File: src/rtl/sm4_linear_pipe.sv
// SM4 linear transform pipeline: L' (mode 0, key schedule) or L (mode 1, round) on LANES words per beat.
// Latency STAGES edges; valid/ready backpressure with a combinational ready chain; clr flushes in-flight beats.
module sm4_linear_pipe #(
  parameter int WORD_WIDTH = 32,
  parameter int LANES      = 1,
  parameter int STAGES     = 1,
  parameter int TAG_WIDTH  = 4
) (
  input  logic                               clk,
  input  logic                               rst_n,
  input  logic                               clr,
  input  logic                               in_valid,
  output logic                               in_ready,
  input  logic                               in_mode,
  input  logic [LANES*WORD_WIDTH-1:0]        in_data,
  input  logic [TAG_WIDTH-1:0]               in_tag,
  output logic                               out_valid,
  input  logic                               out_ready,
  output logic [LANES*WORD_WIDTH-1:0]        out_data,
  output logic [TAG_WIDTH-1:0]               out_tag,
  output logic                               out_mode,
  output logic [$clog2(STAGES+1)-1:0]        occupancy
);

  localparam int DW = LANES * WORD_WIDTH;
  localparam int OW = $clog2(STAGES + 1);

  // Rotation amounts are fixed by SM4, so any other word width is meaningless.
  if (WORD_WIDTH != 32) begin : g_bad_width
    $error("sm4_linear_pipe: WORD_WIDTH must be 32");
  end
  if (LANES < 1 || LANES > 8) begin : g_bad_lanes
    $error("sm4_linear_pipe: LANES must be 1..8");
  end
  if (STAGES < 1 || STAGES > 4) begin : g_bad_stages
    $error("sm4_linear_pipe: STAGES must be 1..4");
  end
  if (TAG_WIDTH < 1 || TAG_WIDTH > 16) begin : g_bad_tag
    $error("sm4_linear_pipe: TAG_WIDTH must be 1..16");
  end

  logic [DW-1:0] lin_dat;

  for (genvar i = 0; i < LANES; i++) begin : g_lane
    logic [31:0] x;
    logic [31:0] y_key;
    logic [31:0] y_rnd;
    assign x     = in_data[32*i +: 32];
    assign y_key = x ^ {x[18:0], x[31:19]} ^ {x[8:0], x[31:9]};
    assign y_rnd = x ^ {x[29:0], x[31:30]} ^ {x[21:0], x[31:22]}
                     ^ {x[13:0], x[31:14]} ^ {x[7:0], x[31:8]};
    assign lin_dat[32*i +: 32] = in_mode ? y_rnd : y_key;
  end

  logic [STAGES-1:0]    vld_q, vld_d;
  logic [STAGES-1:0]    mode_q, mode_d;
  logic [STAGES-1:0]    rdy;
  logic [DW-1:0]        dat_q [STAGES];
  logic [DW-1:0]        dat_d [STAGES];
  logic [TAG_WIDTH-1:0] tag_q [STAGES];
  logic [TAG_WIDTH-1:0] tag_d [STAGES];

  // Stage k may move when out_ready is high or any stage from k to the output is empty.
  always_comb begin
    logic acc;
    acc = out_ready;
    rdy = '0;
    for (int k = STAGES - 1; k >= 0; k--) begin
      acc    = acc || !vld_q[k];
      rdy[k] = acc;
    end
  end

  always_comb begin
    vld_d  = vld_q;
    mode_d = mode_q;
    dat_d  = dat_q;
    tag_d  = tag_q;
    if (rdy[0]) begin
      vld_d[0]  = in_valid;
      mode_d[0] = in_mode;
      dat_d[0]  = lin_dat;
      tag_d[0]  = in_tag;
    end
    for (int k = 1; k < STAGES; k++) begin
      if (rdy[k]) begin
        vld_d[k]  = vld_q[k-1];
        mode_d[k] = mode_q[k-1];
        dat_d[k]  = dat_q[k-1];
        tag_d[k]  = tag_q[k-1];
      end
    end
    if (clr) begin
      vld_d = '0;
    end
  end

  always_ff @(posedge clk or negedge rst_n) begin
    if (!rst_n) begin
      vld_q  <= '0;
      mode_q <= '0;
      for (int k = 0; k < STAGES; k++) begin
        dat_q[k] <= '0;
        tag_q[k] <= '0;
      end
    end else begin
      vld_q  <= vld_d;
      mode_q <= mode_d;
      for (int k = 0; k < STAGES; k++) begin
        dat_q[k] <= dat_d[k];
        tag_q[k] <= tag_d[k];
      end
    end
  end

  always_comb begin
    occupancy = '0;
    for (int k = 0; k < STAGES; k++) begin
      occupancy = occupancy + OW'(vld_q[k]);
    end
  end

  assign in_ready  = rdy[0];
  assign out_valid = vld_q[STAGES-1];
  assign out_data  = dat_q[STAGES-1];
  assign out_tag   = tag_q[STAGES-1];
  assign out_mode  = mode_q[STAGES-1];

endmodule

File: config.mk
export PLATFORM = sky130hd
export DESIGN_NAME = sm4_linear_pipe
export DESIGN_NICKNAME = d
export VERILOG_FILES = /design/src/rtl/sm4_linear_pipe.sv
export SDC_FILE = /design/constraint.sdc
export NUM_CORES = 1
export LEC_CHECK = 0
export CAP_MARGIN = 0
export CORE_UTILIZATION = 47
export CTS_CLUSTER_DIAMETER = 80
export DETAILED_ROUTE_END_ITERATION = 10
export PLACE_DENSITY = 0.88
export SYNTH_ARGS = -nofsm -noshare
export SYNTH_HDL_FRONTEND = slang
export SYNTH_SLANG_ARGS = --single-unit
File: constraint.sdc
create_clock -name clk -period 1.4 [get_ports clk]
set_input_delay 0.21 -clock clk [delete_from_list [all_inputs] [get_ports clk]]
set_output_delay 0.21 -clock clk [all_outputs]
set_load 0.03 [all_outputs]
==> metrics.txt <==
Post-synth EDFFs 0; worst min path class input pin to async pin; share of cells above drive strength 1 roughly 31%; slowest CP cell dfrtp_2; cells on worst reg2reg path 6; ys async rst share 100%; post-DP HPWL slightly below 10000 um; kind of start point of the critical path flip-flop; final worst-path cycle share 108%; Synth cell types 26; CTS tree built; Skew-Pair Late Insertion Delay approximately 0.32 ns; worst setup path startpoint out_valid$_DFFE_PN0P_; top cells by count, synth dfrtp_1 (38), xnor3_1 (38), nand3b_1 (33); Util after Layout between 70% and 80%; PwrDens 865 nW/um^2; Peak supply drop between 500 and 600 uV; max-slew headroom at the worst pin between 60% and 70%; CP required roughly 1.6 ns; Critical Path End out_data[12]$_DFFE_PN0P_; Slew @ Worst Pin around 0.58 ns; sw power between 1.5 and 2 mW; CTS Buffer Depth 2; Setup-failing EPs final 32; setup TNS -2.07 ns; crit path kind flip-flop to flip-flop; post-route worst setup slack -0.109 ns; clock share of power roughly 21%; FF-to-FF Start out_valid$_DFFE_PN0P_; slowest stage delay, CP around 0.38 ns; internal power slightly below 3 mW; crit path DAT between 1.5 and 2 ns; overall power between 4 and 5 mW; clock skew 0.0131 ns; GRT overflow 0; die area 8610 sq um; vias in the first global route 3982; Total GRT Usage 36.2%; synthesized flop and latch total 38; DR iter-0 viols 361; root buf cell clkbuf_8; total of max-cap violations 0; Seq pwr share a little under 30%; synthesis-to-layout area growth 47.1%; Clock Sinks 38; Logic pwr share 50.6%; Yosys warning count 0; Final ANT Viol Nets 0; clock slew at reported path FFs roughly 0.1 ns; Die W 92.8 um; Residual DRC 0; Initial Utilization ~49%; leak pwr between 2 and 3 nW; Tmin final ~1.5 ns; WHS about 0.37 ns; register area share after synthesis between 20% and 30%; final WL approximately 15000 um; CP Cell Sequence nor2b_4 > inv_4 > buf_12 > buf_16 > nand4_1 > or3b_1; r2r setup slk -0.11 ns; routed vias/inst around 6.5; RR Endpoint out_data[12]$_DFFE_PN0P_; outcome finished with violations; placed cell areas 5190 sq um; most used flip-flop cell after synthesis dfrtp_1; Mapped Nets slightly below 400; final hold vios 0; area leader, netlist dfrtp_1; Antenna Cells 0; Final Instance Area around 5700 sq um; Die H 92.8 um; H-tree depth 2; largest net degree at the start of global routing 35; # rows 32; vias 3763; Total Nets Final 519; WL/cell ~25 um; RSZ-0062 raised after global routing true; global-route wire length before repair between 20000 and 25000 um; top post-synthesis cells by area dfrtp_1 (25%), xnor3_1 (22%), o41ai_1 (7.0%), xor2_1 (6.8%), and4_1 (6.6%); # port buffers between 80 and 90; failing checks setup timing; Num CTS Buffers 5; Setup crit end kind flip-flop; Switching Share around 40%; Synth Cell Area between 3000 and 4000 sq um; Post-Synthesis Mean Instance Area approximately 11 sq um; Max Freq between 0.6 and 0.7 GHz; drt first pass iters 5; I/O pins 82; Synth Instances around 350; largest fanout on the critical path 7; max-slew violation count 0; RePlAce Congestion 0.958; Core Region slightly below 8000 sq um; share of the synthesized area in the top cell type 24.6%; antenna violations before repair 0
sequential cells by signal, summed over array words and instances, names as in the netlist:
register and cells:
out_valid 1, out_data 32, out_tag 4, out_mode 1
critical path, delay by kind of cell, from the launching register on:
kind          cells  cell delay [ns]
buf+inv           3             0.37
flops             1             0.38
simple gates      3             0.65
power by group through the flow:
stage,logic [mW],clock network [mW],registers [mW]
5_1_grt,2.60,1.05,1.44
2_1_floorplan,1.06,0,1.81
3_5_place_dp,2.40,0,1.44
6_report,2.49,1.01,1.42
3_3_place_gp,2.34,0,1.43
4_1_cts,2.41,0.986,1.41
worst min-delay path by stage:
| stage | from | endpoint | slack (ns) | cells after the start |
|---|---|---|---|---|
| 6_report | rst_n | out_data[5]$_DFFE_PN0P_ | 0.37 | 2 |
| 4_1_cts | rst_n | out_data[5]$_DFFE_PN0P_ | 0.39 | 2 |
| 5_1_grt | rst_n | out_data[5]$_DFFE_PN0P_ | 0.42 | 2 |
| 3_3_place_gp | rst_n | out_data[21]$_DFFE_PN0P_ | 0.18 | 1 |
| 2_1_floorplan | rst_n | out_data[0]$_DFFE_PN0P_ | -0.09 | 0 |
| 3_5_place_dp | rst_n | out_data[21]$_DFFE_PN0P_ | 0.18 | 1 |
repair_timing:
action | CTS | global route
hold endpoints to repair | 15 | 0
hold buffers | 1 | 0
setup endpoints to repair | 70 | 33
buffers inserted | 7 | 0
cloned | 4 | 0
pin swaps | 11 | 1
gates resized for setup | 120 | 12
cell usage in the layout, fill, tap and decap left out, types with 7 or more instances in the layout:
cell	synthesis	layout
xnor3_1	38	36
dlygate4sd2_1	0	64
xor2_1	30	22
nand3b_1	33	33
a211o_1	22	22
buf_6	8	11
o41ai_1	31	9
xnor2_1	28	28
buf_4	10	74
o41ai_2	0	20
or3_1	7	7
nand2_1	13	13
dfrtp_1	38	37
buf_12	0	9
nor3_1	8	8
and4_1	29	29
xor2_2	0	7
clkdlybuf4s50_1	0	8
area by class of cell:
cell class	count	area, sq um
timing repair buffer	177	1660
inverter	2	10.0
clock buffer	5	68.8
tap	102	128
sequential	38	952
clock inverter	3	40.0
multi-input combinational	253	2840
fill	522	2150
logic make-up (layout without fill, tap and decap cells):
family	Yosys count	in the layout	synth area share, %
XOR/XNOR	97	97	35.8
AO/OA/AOI/OAI	55	55	12.3
buffers and inverters	60	187	9.05
AND/OR/NAND/NOR	101	101	18.3
flip-flops	38	38	24.6
through the flow:
stage                     cells  setup WS (ns)
after detailed placement    560         -0.580
after global routing        580         -0.163
after CTS                   580        -0.0890
after global placement      560         -0.536
final                       580         -0.109
after floorplan             351         -0.238
layer usage:
| metal | GRT usage (%) | up-vias | part of all wire, % |
|---|---|---|---|
| li1 | - | 1552 | - |
| met1 | 43.1 | 1848 | 36 |
| met2 | 58.7 | 277 | 48 |
| met3 | 9.44 | 86 | 10 |
| met4 | 21.2 | 0 | 5.7 |
| met5 | 0 | - | 0 |
(Power assumes the default switching activity.)
